==> config.mk <==
export PLATFORM = sky130hd
export DESIGN_NAME = decoder_9b8b_mlane
export DESIGN_NICKNAME = d
export VERILOG_FILES = /design/src/rtl/decoder_9b8b_mlane.sv
export SDC_FILE = /design/constraint.sdc
export NUM_CORES = 1
export LEC_CHECK = 0
export BUFFER_PORTS_ARGS = -buffer_cell sky130_fd_sc_hd__buf_2
export CELL_PAD_IN_SITES_DETAIL_PLACEMENT = 0
export CELL_PAD_IN_SITES_GLOBAL_PLACEMENT = 1
export CORE_MARGIN = 2
export CORE_UTILIZATION = 46
export DETAILED_ROUTE_END_ITERATION = 16
export PLACE_DENSITY_LB_ADDON = 0.1
export SLEW_MARGIN = 40
export SYNTH_ARGS = -nofsm -noshare
export SYNTH_HDL_FRONTEND = slang
export SYNTH_SLANG_ARGS = --single-unit
==> constraint.sdc <==
create_clock -name clk -period 14 [get_ports clk]
set_clock_uncertainty 0.15 [all_clocks]
set_input_delay 2.8 -clock clk [delete_from_list [all_inputs] [get_ports clk]]
set_output_delay 2.8 -clock clk [all_outputs]
set_load 0.02 [all_outputs]
==> src/rtl/decoder_9b8b_mlane.sv <==
// decoder_9b8b_mlane
//   Multi-lane 9b/8b decoder for the calibration receive path, with
//   valid/ready flow control, per-lane run-length violation detection
//   that spans word boundaries, and a saturating error counter.
//
// Ports
//   clk, rst_n       clock (rising edge), asynchronous active-low reset
//   enable           when low no new beat is accepted; output still drains
//   resync           synchronous pulse clearing per-lane run tracking
//   in_valid/in_ready   input handshake (in_ready is combinational)
//   code_in          LANES x 9-bit code words, lane k at [9k+8:9k]
//   out_valid/out_ready output handshake
//   data_out         LANES x 8-bit decoded words, lane k at [8k+7:8k]
//   code_err         per-lane run-length violation for the beat on data_out
//   err_cnt          saturating count of accepted beats with any lane in error
//   err_cnt_clr      synchronous clear of err_cnt
module decoder_9b8b_mlane #(
  parameter int unsigned LANES     = 2,
  parameter int unsigned MAX_RUN   = 5,
  parameter int unsigned ERR_CNT_W = 16
) (
  input  logic                 clk,
  input  logic                 rst_n,
  input  logic                 enable,
  input  logic                 resync,
  input  logic                 in_valid,
  output logic                 in_ready,
  input  logic [9*LANES-1:0]   code_in,
  output logic                 out_valid,
  input  logic                 out_ready,
  output logic [8*LANES-1:0]   data_out,
  output logic [LANES-1:0]     code_err,
  output logic [ERR_CNT_W-1:0] err_cnt,
  input  logic                 err_cnt_clr
);

  // Run length saturates at MAX_RUN+1: enough to remember "already too long".
  localparam int unsigned      RUN_W   = $clog2(MAX_RUN + 2);
  localparam logic [RUN_W-1:0] RUN_SAT = RUN_W'(MAX_RUN + 1);
  localparam logic [RUN_W-1:0] RUN_LIM = RUN_W'(MAX_RUN);
  localparam logic [RUN_W-1:0] RUN_ONE = RUN_W'(1);

  logic                        accept;

  logic [LANES-1:0]            last_bit_q, last_bit_d;
  logic [LANES-1:0][RUN_W-1:0] run_len_q, run_len_d;
  logic                        out_valid_q, out_valid_d;
  logic [8*LANES-1:0]          data_q, data_d;
  logic [LANES-1:0]            err_q, err_d;
  logic [ERR_CNT_W-1:0]        err_cnt_q, err_cnt_d;

  // Per-lane combinational results for the word currently on code_in.
  logic [8*LANES-1:0]          dec_data;
  logic [LANES-1:0]            lane_err;
  logic [LANES-1:0]            lane_last;
  logic [LANES-1:0][RUN_W-1:0] lane_run;

  for (genvar k = 0; k < LANES; k++) begin : g_lane
    logic [7:0]       dec_l;
    logic             err_l;
    logic             last_l;
    logic [RUN_W-1:0] run_l;

    always_comb begin
      logic [8:0]       w;
      logic             y1, y2, y3, y4;
      logic             prev;
      logic             bitv;
      logic [RUN_W-1:0] run;

      w    = code_in[9*k +: 9];
      y1   = w[6];
      y2   = w[5];
      y3   = w[2];
      y4   = w[1];
      // Code order [B1 X1 Y1 Y2 B2 B3 Y3 Y4 X2] -> data [B1 B2 B3 X1 X2 Q1 Q2 Q3]
      dec_l = {w[8], w[4], w[3], w[7], w[0],
               (y1 ^ y2) & ~(~y3 & y4),
               (y1 ^ y2) & ~(y3 & ~y4),
               (y1 & ~y2) | (~(y1 ^ y2) & y3)};

      // Walk the word MSB first, continuing the run carried in from the
      // previous accepted word. run == 0 means "no history" so the first
      // bit always starts a fresh run.
      err_l = 1'b0;
      run   = resync ? '0 : run_len_q[k];
      prev  = last_bit_q[k];
      bitv  = 1'b0;
      for (int unsigned i = 0; i < 9; i++) begin
        bitv = w[8];
        w    = {w[7:0], 1'b0};
        if ((run != '0) && (bitv == prev)) begin
          if (run != RUN_SAT) begin
            run = run + RUN_ONE;
          end
        end else begin
          run = RUN_ONE;
        end
        prev = bitv;
        if (run > RUN_LIM) begin
          err_l = 1'b1;
        end
      end
      last_l = prev;
      run_l  = run;
    end

    assign dec_data[8*k +: 8] = dec_l;
    assign lane_err[k]        = err_l;
    assign lane_last[k]       = last_l;
    assign lane_run[k]        = run_l;
  end

  assign in_ready = enable & (~out_valid_q | out_ready);
  assign accept   = in_valid & in_ready;

  always_comb begin
    last_bit_d  = last_bit_q;
    run_len_d   = run_len_q;
    out_valid_d = out_valid_q;
    data_d      = data_q;
    err_d       = err_q;

    // Resync with a coinciding accept is already folded into lane_run.
    if (accept) begin
      last_bit_d = lane_last;
      run_len_d  = lane_run;
    end else if (resync) begin
      run_len_d = '0;
    end

    if (accept) begin
      out_valid_d = 1'b1;
      data_d      = dec_data;
      err_d       = lane_err;
    end else if (out_ready) begin
      out_valid_d = 1'b0;
    end

    // Clear applies first, so clear + erroring accept lands on 1.
    err_cnt_d = err_cnt_clr ? '0 : err_cnt_q;
    if (accept && (|lane_err) && (err_cnt_d != '1)) begin
      err_cnt_d = err_cnt_d + ERR_CNT_W'(1);
    end
  end

  always_ff @(posedge clk or negedge rst_n) begin
    if (!rst_n) begin
      last_bit_q  <= '0;
      run_len_q   <= '0;
      out_valid_q <= 1'b0;
      data_q      <= '0;
      err_q       <= '0;
      err_cnt_q   <= '0;
    end else begin
      last_bit_q  <= last_bit_d;
      run_len_q   <= run_len_d;
      out_valid_q <= out_valid_d;
      data_q      <= data_d;
      err_q       <= err_d;
      err_cnt_q   <= err_cnt_d;
    end
  end

  assign out_valid = out_valid_q;
  assign data_out  = data_q;
  assign code_err  = err_q;
  assign err_cnt   = err_cnt_q;

endmodule
**Yosys cells after proc, flatten, opt, wreduce, memory -nomap -nowiden**

Index checks and enable logic that the tools add are counted.

- Flip-flop bits (word level): 43
- Output and inout port bits: 36
- Logic and storage cells: 216

- Muxes and demuxes: 62
- Reduce and logical (&&, ||, !) cells: 41
- Equal/unequal tests: 37
- Bitwise gates (word level): 32
- Add/subtract/negate cells: 19
- Order comparisons: 18

Operators with widths:

| operator | number |
|---|---|
| $mux W3 | 38 |
| $add A3 B1 Y3 const B | 18 |
| $gt A3 B3 Y1 const B | 18 |
| $ne A3 B3 Y1 const B | 18 |
| $reduce_bool A3 Y1 | 18 |
| $mux W16 | 2 |
| $logic_and A1 B1 Y1 | 20 |
| $mux W1 | 20 |
| $eq A1 B1 Y1 | 18 |
| $add A16 B1 Y16 const B | 1 |
| $ne A16 B16 Y1 const B | 1 |
| $and A1 B1 Y1 | 14 |
| $not A1 Y1 | 13 |
| $mux W6 | 2 |
| $reduce_bool A2 Y1 | 2 |
| $or A1 B1 Y1 | 3 |
| $reduce_or A2 Y1 | 1 |
| $xor A1 B1 Y1 | 2 |

**Longest topological paths before layout**

Gate-level depths: netlist (run 1).

- Word-level depth: 34
- Depth in mapped cells: 63
- Gate-level depth less buffers: 60

**Worst setup path before layout (run 1)**

OpenSTA, ideal clock, no wires.

- Path type: in2reg
- Start point: input resync
- End point: register err_cnt_q[10] (netlist: err_cnt[10])
- Cell stages on the path: 57
- Slack: 0.690 ns
- Arrival time: 13.082 ns
- Path through: buf_2 clkbuf_1 nor2b_1 ha_1 nand2_1 xor2_1 or3_1 inv_1 ha_1 or3b_2 a21oi_1 o31ai_2 inv_2 ha_1 inv_1 or2_2 o21ai_0 nor2b_1 [... 21 more ...] ha_1 o2111a_2 a21o_1 nand2_1 nand2_1 inv_1 ha_1 inv_1 nor3_2 mux2_2 and2_1 ha_1 o211ai_1 a31o_1 and2_4 buf_6 or4_1 a21oi_1

- Longest elaborated chain between the ends: 34

Ends and longest elaborated chain:

| element | RTL line | source |
|---|---|---|
| start: declaration | 25 | `input logic resync,` |
| $mux W3 | 86 | `run = resync ? '0 : run_len_q[k];` |
| $add A3 B1 Y3 (tied with other cells) | 94 | `run = run + RUN_ONE;` |
| $mux W3 / $logic_and A1 B1 Y1 (equally long branches) | 93, 92 |  |
| $mux W3 | 92 | `if ((run != '0) && (bitv == prev)) begin` |
| $add A3 B1 Y3 (tied with other cells) | 94 |  |
| $mux W3 / $logic_and A1 B1 Y1 (equally long branches) | 93, 92 |  |
| $mux W3 | 92 |  |
| $add A3 B1 Y3 (tied with other cells) | 94 |  |
| [... 18 more ...] | - |  |
| $mux W3 / $logic_and A1 B1 Y1 (equally long branches) | 93, 92 |  |
| $mux W3 | 92 |  |
| $gt A3 B3 Y1 | 100 | `if (run > RUN_LIM) begin` |
| $mux W1 | 100 |  |
| $reduce_or A2 Y1 (*) | 142 | `if (accept && (\|lane_err) && (err_cnt_d != '1)) begin` |
| $logic_and A1 B1 Y1 (*) (2 in a row) | 142 |  |
| $mux W16 (*) | 142 |  |
| net err_cnt_d[10] | 50 | `logic [ERR_CNT_W-1:0] err_cnt_q, err_cnt_d;` |
| end signal: assignment | 161 | `err_cnt_q <= err_cnt_d;` |
| end: declaration | 50 |  |

Mark *: on every way through the listed nets, which the timed path passes. The rest lies on a longest branch.
A chain may end at the register's enable or synchronous reset.

**Worst setup path in the final report (run 1)**

Ends and elaborated chain as after synthesis.

==> results of run 1 <==
## final cells by class
cell class	instances	area [um2]	area share
clock buffers	5	125	0.0203
clock inverters	3	46.3	0.00751
inverters	47	176	0.0286
multi-input cells	550	4180	0.677
flip-flops and latches	41	1030	0.166
well taps	143	179	0.0290
repair buffers	78	440	0.0714
## per-stage QoR
stage | setup WS (ns) | power (mW) | hold slack (ns)
after CTS | 0.295 | 0.721 | 0.323
after global placement | 0.166 | 0.562 | 0.303
final | 0.771 | 0.730 | 0.320
after floorplan | 0.690 | 0.474 | 0.412
after global routing | -0.0504 | 0.785 | 0.350
after detailed placement | 0.0195 | 0.571 | 0.307
## what timing repair did
| item | 4_1_cts | 5_1_grt |
|---|---|---|
| gates resized for setup | 0 | 22 |
| setup buffers | 0 | 5 |
| hold buffers | 0 | 0 |
| setup endpoints to repair | 0 | 17 |
| endpoints found under the hold margin | 0 | 0 |
## kinds of logic (layout without fill, tap and decap cells)
| kind of cell | count (synthesis) | after routing | share of synthesized area |
|---|---|---|---|
| simple gates | 267 | 267 | 0.275 |
| mux | 26 | 26 | 0.0531 |
| compound gates | 182 | 182 | 0.279 |
| xor+xnor | 34 | 34 | 0.0547 |
| fa+ha+maj | 41 | 41 | 0.0942 |
| flops | 41 | 41 | 0.188 |
| buf+inv | 69 | 133 | 0.0561 |
## synthesized netlist by cell type (all sizes together) (8+ instances only)
cell / instances / area share
nand2: 81 / 0.056
inv: 47 / 0.032
nor2: 43 / 0.032
dfrtp: 41 / 0.19
ha: 41 / 0.094
a21oi: 29 / 0.028
o21ai: 25 / 0.025
nor2b: 21 / 0.024
xnor2: 21 / 0.034
mux2: 17 / 0.037
nand2b: 16 / 0.018
nand3: 14 / 0.013
nor3: 14 / 0.017
o31ai: 14 / 0.021
buf: 13 / 0.017
xor2: 13 / 0.021
and2: 12 / 0.014
nand4: 12 / 0.014
a211oi: 10 / 0.017
clkbuf: 9 / 0.0062
mux2i: 9 / 0.017
o211ai: 9 / 0.013
a31o: 8 / 0.013
and3: 8 / 0.010
or2: 8 / 0.0097
## power by group
part           internal, mW  switching [mW]  total (mW)
clock                0.0847          0.0580       0.143
combinational         0.174           0.263       0.438
sequential            0.133          0.0164       0.150
## metal layers
layer  track usage  up-vias  routed length, um  part of all wire
li1              -     2583                  -                 -
met5             0        -                  0                 0
met1         0.323     2520               7120              0.48
met2         0.367      149               6740              0.45
met4        0.0764        0                347             0.023
met3        0.0348       28                664             0.045
## flip-flops by register name, summed over array words and instances (netlist names)
register / flops
out_valid: 1
run_len_q: 6
code_err: 2
err_cnt: 16
data_out: 15
last_bit_q: 1
## worst max-delay path: cells and delay by family
family	cells	cell delay, ns
simple gates	22	3.96
fa+ha+maj	9	2.01
mux	1	0.36
buf+inv	12	1.26
compound gates	16	2.88
## worst paths after layout
path	from	to	slack, ns
worst max-delay path	resync	err_cnt[10]	0.77
worst min-delay path	data_out[13]	data_out[13]	0.32
worst max register to register	run_len_q[3]	err_cnt[10]	2.89
worst min register to register	data_out[13]	data_out[13]	0.32
max in group asynchronous	rst_n	data_out[9]	10.96
min in group asynchronous	rst_n	err_cnt[11]	2.34
==> impl_metrics.py, run 1 <==
metrics = {
    "outcome": {
        "status": "completed",
    },
    "power": {
        "power_density_nw_per_um2": 118,
        "leakage_nw": 2.67,
        "ir_drop_mv": 0.0885,
    },
    "global_route": {
        "grt_pass1_vias": 4992,
        "grt_overflow": 0,
        "grt_usage": 0.231,
        "grt_pass1_wl_um": 24300,
        "antenna_found_initial": 0,
        "grt_max_degree": 42,
    },
    "finish": {
        "final_cell_mix": "nand2_1 (80), buf_2 (58), inv_1 (43)",
        "final_area_um2": 6170,
        "final_cell_count_no_fill": 867,
        "fillers": 1106,
        "final_core_util": 0.538,
        "areaGrowthSynthToFinish_pct": 13.3,
        "drive_gt1_frac": 0.251,
        "layout_commonest_cell": "nand2_1",
        "antenna_cells": 0,
        "fin_nets": 789,
    },
    "synth": {
        "ys_seq_elements": 41,
        "ys.flop_type": "dfrtp_1",
        "synth_edf_count": 0,
        "synth-seq-area-share": 0.188,
        "syn_area_um2": 5440,
        "synth_cells": 660,
        "synth.distinct_cells": 111,
        "ys_async_sr_fraction": 1.00,
        "yosysWarnings": 0,
        "syn_nets": 726,
        "synth_area_per_cell_um2": 8.25,
    },
    "clocking": {
        "cts_buffer_depth": 2,
        "root_buffer": "clkbuf_16",
        "insertion_delay_ns": 0.30,
        "cts_sinks": 41,
        "numCtsBuffers": 5,
        "htreeDepth": 2,
        "cts_tree": "built",
        "clkTransAtPathRegs_ns": 0.07,
    },
    "die": {
        "die_h_um": 113,
        "fp.dieArea_um2": 12700,
        "rows": 39,
        "ios": 61,
        "dieWidth_um": 113,
        "start_util": 0.475,
        "coreArea_um2": 11500,
    },
    "critical_path": {
        "worst_path_largest_cell_delay_ns": 0.51,
        "critical_path_class": "primary input to flip-flop",
        "worstPathMaxFanout": 15,
        "cp.arrival_ns": 13.31,
        "critPathLaunchType": "primary input",
        "cp_data_required_time_ns": 14.08,
        "end_kind": "flip-flop",
        "crit_top_cell": "nand2_1",
        "slowest_stage": "or4_1",
        "reg2regPathDepth": 59,
    },
    "place": {
        "dp_hpwl_um": 11200,
        "dp_cells": 854,
        "dpl_cell_area_um2": 5890,
        "io_buffers": 60,
        "finalWeightedCongestion": 0.924,
    },
    "routing": {
        "wl_per_cell_um": 17.1,
        "drtIter0Drc": 422,
        "viasPerCell": 6.09,
        "route.detailed.drc": 0,
        "antenna_left": 0,
        "routed_wirelength_um": 14900,
        "first_pass_iters": 5,
        "route.vias.total": 5280,
    },
    "sta": {
        "clock.fmax_mhz": 75.6,
        "fin_crit_sh": 0.945,
        "min_period_ns": 13.23,
        "relSlewSlack": 0.538,
        "setup_tns_ns": 0,
        "slew_viol_final": 0,
        "tightest_slew_ns": 0.682,
        "finalHoldViolations": 0,
        "setup_violations": 0,
    },
    "hold_path": {
        "hold_class": "flip-flop to flip-flop",
        "whs_path_depth": 2,
    },
    "job": {
        "max_cap_viol_count": 0,
    },
}
(Power assumes the default switching activity.)
==> inputs of run 2 (changes only) <==
--- a/config.mk
+++ b/config.mk
@@ -6,7 +6,7 @@
 export NUM_CORES = 1
 export LEC_CHECK = 0
 export BUFFER_PORTS_ARGS = -buffer_cell sky130_fd_sc_hd__buf_2
-export CELL_PAD_IN_SITES_DETAIL_PLACEMENT = 0
+export CELL_PAD_IN_SITES_DETAIL_PLACEMENT = 1
 export CELL_PAD_IN_SITES_GLOBAL_PLACEMENT = 1
 export CORE_MARGIN = 2
 export CORE_UTILIZATION = 46
==> impl_metrics.py, run 2 (synthesis results as in run 1) <==
metrics = {
    "die": {
        "rows": 39,
        "die_h_um": 113,
        "start_util": 0.475,
        "fp.dieArea_um2": 12700,
        "dieWidth_um": 113,
        "coreArea_um2": 11500,
        "ios": 61,
    },
    "global_route": {
        "grt_usage": 0.265,
        "antenna_found_initial": 0,
        "grt_pass1_vias": 5653,
        "grt_max_degree": 42,
        "grt_overflow": 0,
        "grt_pass1_wl_um": 27900,
    },
    "routing": {
        "antenna_left": 0,
        "route.vias.total": 5408,
        "drtIter0Drc": 313,
        "routed_wirelength_um": 17000,
        "viasPerCell": 6.19,
        "route.detailed.drc": 0,
        "wl_per_cell_um": 19.5,
        "first_pass_iters": 4,
    },
    "power": {
        "switching_power_mw": 0.356,
        "pwr-share-seq": 0.199,
        "leakage_nw": 2.70,
        "power.total_mw": 0.753,
        "power_density_nw_per_um2": 121,
        "ir_drop_mv": 0.0692,
        "pwr-share-clk": 0.191,
        "power.internal_mw": 0.397,
        "comb_power_share": 0.610,
        "switching_share": 0.473,
    },
    "sta": {
        "finalHoldViolations": 0,
        "clock.fmax_mhz": 75.0,
        "setup_tns_ns": 0,
        "relSlewSlack": 0.531,
        "fin_crit_sh": 0.952,
        "min_period_ns": 13.33,
        "setup_violations": 0,
        "slew_viol_final": 0,
        "tightest_slew_ns": 0.693,
    },
    "finish": {
        "largest_register_ffs": 16,
        "regArea_um2": 1030,
        "final_cell_mix": "nand2_1 (80), buf_2 (58), inv_1 (43)",
        "final_area_um2": 6250,
        "antenna_cells": 0,
        "fillers": 1412,
        "fin_nets": 796,
        "drive_gt1_frac": 0.268,
        "areaGrowthSynthToFinish_pct": 14.8,
        "layout_commonest_cell": "nand2_1",
        "multi_input_area_um2": 4200,
        "final_core_util": 0.545,
        "final_cell_count_no_fill": 874,
    },
    "critical_path": {
        "crit_top_cell": "nand2_1",
        "cp.arrival_ns": 13.41,
        "r2r_end": "err_cnt[10]",
        "worst_path_largest_cell_delay_ns": 0.51,
        "reg2regPathDepth": 60,
        "critical_path_class": "primary input to flip-flop",
        "reg2reg_from": "run_len_q[3]",
        "end_kind": "flip-flop",
        "slowest_stage": "or4_1",
        "regToRegSetupSlack_ns": 2.76,
        "cp_data_required_time_ns": 14.08,
        "critPathLaunchType": "primary input",
        "worstPathMaxFanout": 15,
    },
    "place": {
        "finalWeightedCongestion": 0.924,
        "dpl_cell_area_um2": 5890,
        "io_buffers": 60,
        "dp_cells": 854,
        "dp_hpwl_um": 12800,
    },
    "clocking": {
        "clkTransAtPathRegs_ns": 0.07,
        "cts_buffer_depth": 2,
        "cts_sinks": 41,
        "root_buffer": "clkbuf_16",
        "insertion_delay_ns": 0.30,
        "htreeDepth": 2,
        "cts_tree": "built",
        "numCtsBuffers": 5,
        "hold_buffers": 0,
    },
    "hold_path": {
        "hold_end": "data_out[12]",
        "min_from": "data_out[12]",
        "whs_path_depth": 2,
        "hold_class": "flip-flop to flip-flop",
    },
    "job": {
        "max_cap_viol_count": 0,
    },
    "outcome": {
        "status": "completed",
    },
}
-- run 2: changes by cell type in the layout (fill, tap and decap cells not counted), moves of 2 or more --
cell     previous run  this run
buf_4              19        26
nor2b_1            19        17
nor2b_2             1         4
o31ai_1            12        10
o31ai_2             2         4
-- run 2: repair_timing --
| item | CTS | global route |
|---|---|---|
| setup endpoints to repair | 0 | 20 |
| gates resized for setup | 0 | 31 |
| setup buffers | 0 | 12 |
-- run 2: worst max-delay path: cells and delay by family --
kind,cells,cell delay (ns)
fa+ha+maj,9,1.96
mux,1,0.38
simple gates,24,4.27
compound gates,15,2.74
buf+inv,12,1.26
-- run 2: area by class of cell --
cell class,count,share of cell area
Clock buffer,5,0.0200
Clock inverter,3,0.00741
Inverter,47,0.0286
Multi-Input combinational cell,550,0.672
Sequential cell,41,0.164
Tap cell,143,0.0286
Timing Repair Buffer,85,0.0789
-- run 2: routing by layer --
metal | wire (um) | share of wire | GRT usage | vias up
met1 | 7800 | 0.46 | 0.345 | 2694
met4 | 401 | 0.024 | 0.0821 | 0
met2 | 8230 | 0.48 | 0.453 | 95
li1 | - | - | - | 2586
met3 | 599 | 0.035 | 0.0386 | 33
met5 | 0 | 0 | 0 | -
-- run 2: through the flow --
step	hold slack (ns)	worst slack (ns)
after floorplan	0.412	0.690
after global placement	0.303	0.166
after detailed placement	0.307	-0.181
after CTS	0.324	0.0880
after global routing	0.354	-0.0761
final	0.321	0.669
-- run 2: how the worst max path moves through the flow --
stage,end,slack (ns),cells after the start,start
finish,err_cnt[10],0.67,61,resync
CTS,err_cnt[10],0.09,58,resync
detailed placement,err_cnt[10],-0.18,58,resync
floorplan,err_cnt[10],0.69,57,resync
global placement,err_cnt[10],0.17,59,resync
global route,err_cnt[10],-0.08,55,resync
-- run 2: power groups by stage --
stage                     registers (mW)  clock network [mW]  logic, mW
after global placement             0.151                   0      0.412
after floorplan                    0.159                   0      0.314
final                              0.150               0.144      0.459
after detailed placement           0.152                   0      0.432
after global routing               0.153               0.149      0.503
after CTS                          0.150               0.147      0.438
==> inputs of run 3 (changes only) <==
--- a/config.mk
+++ b/config.mk
@@ -7,9 +7,9 @@
 export LEC_CHECK = 0
 export BUFFER_PORTS_ARGS = -buffer_cell sky130_fd_sc_hd__buf_2
 export CELL_PAD_IN_SITES_DETAIL_PLACEMENT = 1
-export CELL_PAD_IN_SITES_GLOBAL_PLACEMENT = 1
+export CELL_PAD_IN_SITES_GLOBAL_PLACEMENT = 2
 export CORE_MARGIN = 2
-export CORE_UTILIZATION = 46
+export CORE_UTILIZATION = 36
 export DETAILED_ROUTE_END_ITERATION = 16
 export PLACE_DENSITY_LB_ADDON = 0.1
 export SLEW_MARGIN = 40
==> impl_metrics.py, run 3 (synthesis results as in run 1) <==
metrics = {
    "clocking": {
        "cts_sinks": 41,
        "clkTransAtPathRegs_ns": 0.07,
        "numCtsBuffers": 5,
        "cts_tree": "built",
        "cts_buffer_depth": 2,
        "root_buffer": "clkbuf_16",
        "htreeDepth": 2,
        "insertion_delay_ns": 0.30,
    },
    "sta": {
        "fin_ws_ns": 0.716,
        "slew_viol_final": 0,
        "setup_violations": 0,
        "fin_crit_sh": 0.949,
        "tightest_slew_ns": 0.632,
        "min_period_ns": 13.28,
        "relSlewSlack": 0.574,
        "setup_tns_ns": 0,
        "finalHoldViolations": 0,
        "clock.fmax_mhz": 75.3,
    },
    "routing": {
        "antenna_left": 0,
        "drtIter0Drc": 265,
        "routed_wirelength_um": 17000,
        "route.vias.total": 5316,
        "route.detailed.drc": 0,
        "first_pass_iters": 4,
        "wl_per_cell_um": 18.5,
        "viasPerCell": 5.79,
    },
    "power": {
        "leakage_nw": 2.73,
        "ir_drop_mv": 0.0564,
        "power_density_nw_per_um2": 119,
        "power.total_mw": 0.753,
    },
    "global_route": {
        "grt_max_degree": 42,
        "grt_usage": 0.216,
        "grt_pass1_wl_um": 28600,
        "grt_pass1_vias": 5594,
        "grt_overflow": 0,
        "antenna_found_initial": 1,
    },
    "finish": {
        "fin_nets": 799,
        "layout_commonest_cell": "nand2_1",
        "largest_register_ffs": 16,
        "areaGrowthSynthToFinish_pct": 15.9,
        "antenna_cells": 0,
        "final_cell_count_no_fill": 918,
        "final_cell_mix": "nand2_1 (81), buf_2 (59), inv_1 (43)",
        "drive_gt1_frac": 0.262,
    },
    "hold_path": {
        "hold_class": "flip-flop to flip-flop",
    },
    "critical_path": {
        "crit_family": "simple AND/OR/NAND/NOR gates",
        "end_kind": "flip-flop",
        "path_buf_inv": 12,
        "critical_path_class": "primary input to flip-flop",
        "cp.arrival_ns": 13.36,
        "critPathLaunchType": "primary input",
        "crit_top_cell": "nand2_1",
        "worst_path_largest_cell_delay_ns": 0.50,
        "cp_data_required_time_ns": 14.08,
        "slowest_stage": "or4_1",
        "worstPathMaxFanout": 11,
    },
    "place": {
        "dp_cells": 906,
        "preCtsSetupSlack_ns": -0.194,
        "finalWeightedCongestion": 0.840,
        "io_buffers": 60,
        "dp_hpwl_um": 13300,
    },
    "die": {
        "start_util": 0.372,
        "ios": 61,
        "rows": 44,
        "dieWidth_um": 127,
        "fp.dieArea_um2": 16100,
        "coreArea_um2": 14600,
        "die_h_um": 127,
    },
    "job": {
        "max_cap_viol_count": 0,
    },
    "outcome": {
        "status": "completed",
    },
}
[run 3: changes by cell type in the layout (fill, tap and decap cells not counted), sizes merged]
| cell | delta |
|---|---|
| clkinv | -1 |
| buf | +4 |
[run 3: stage by stage]
step,hold slack (ns),utilization,cell area (um2)
after floorplan,0.412,-,5440
after global placement,0.302,0.411,6030
after detailed placement,0.307,0.412,6030
after CTS,0.323,0.424,6200
after global routing,0.363,0.431,6310
final,0.316,0.431,6310
[run 3: worst min-delay path: stages (launching register included)]
cell and delay (ns):
dfrtp_1 0.34, nand2_1 0.05, nand2_1 0.05
[run 3: path summary, 6_finish.rpt]
| path | startpoint | endpoint | slack (ns) | cells past startpoint |
|---|---|---|---|---|
| max in group asynchronous | rst_n | data_out[7] | 10.93 | 1 |
| hold reg to reg | data_out[7] | data_out[7] | 0.32 | 2 |
| hold / removal | data_out[7] | data_out[7] | 0.32 | 2 |
| min in group asynchronous | rst_n | err_cnt[11] | 2.35 | 1 |
| setup reg to reg | run_len_q[4] | err_cnt[10] | 2.87 | 58 |
| setup / recovery | resync | err_cnt[10] | 0.72 | 60 |
[run 3: final cells by class]
cell class	count	area, um2
Fill cell	1778	8340
Multi-Input combinational cell	550	4190
Sequential cell	41	1030
Timing Repair Buffer	88	513
Tap cell	184	230
Inverter	47	176
Clock buffer	6	139
Clock inverter	2	37.5
[run 3: metal layers]
layer | track usage | wire, um | up-vias
met1 | 0.301 | 8360 | 2615
met3 | 0.0293 | 478 | 20
met4 | 0.0465 | 284 | 0
met2 | 0.359 | 7830 | 90
met5 | 0 | 0 | -
li1 | - | - | 2591
[run 3: timing repair]
item,4_1_cts,5_1_grt
setup buffers,0,4
gates resized for setup,0,21
setup endpoints to repair,0,20
hold buffers,0,0
[run 3: where the power goes]
| part | total, mW | internal, mW | leakage, nW | switching, mW |
|---|---|---|---|---|
| Combinational | 0.460 | 0.182 | 2.11 | 0.278 |
| Clock | 0.143 | 0.0892 | 0.0831 | 0.0538 |
| Sequential | 0.151 | 0.133 | 0.536 | 0.0171 |
| Total | 0.753 | 0.404 | 2.73 | 0.349 |
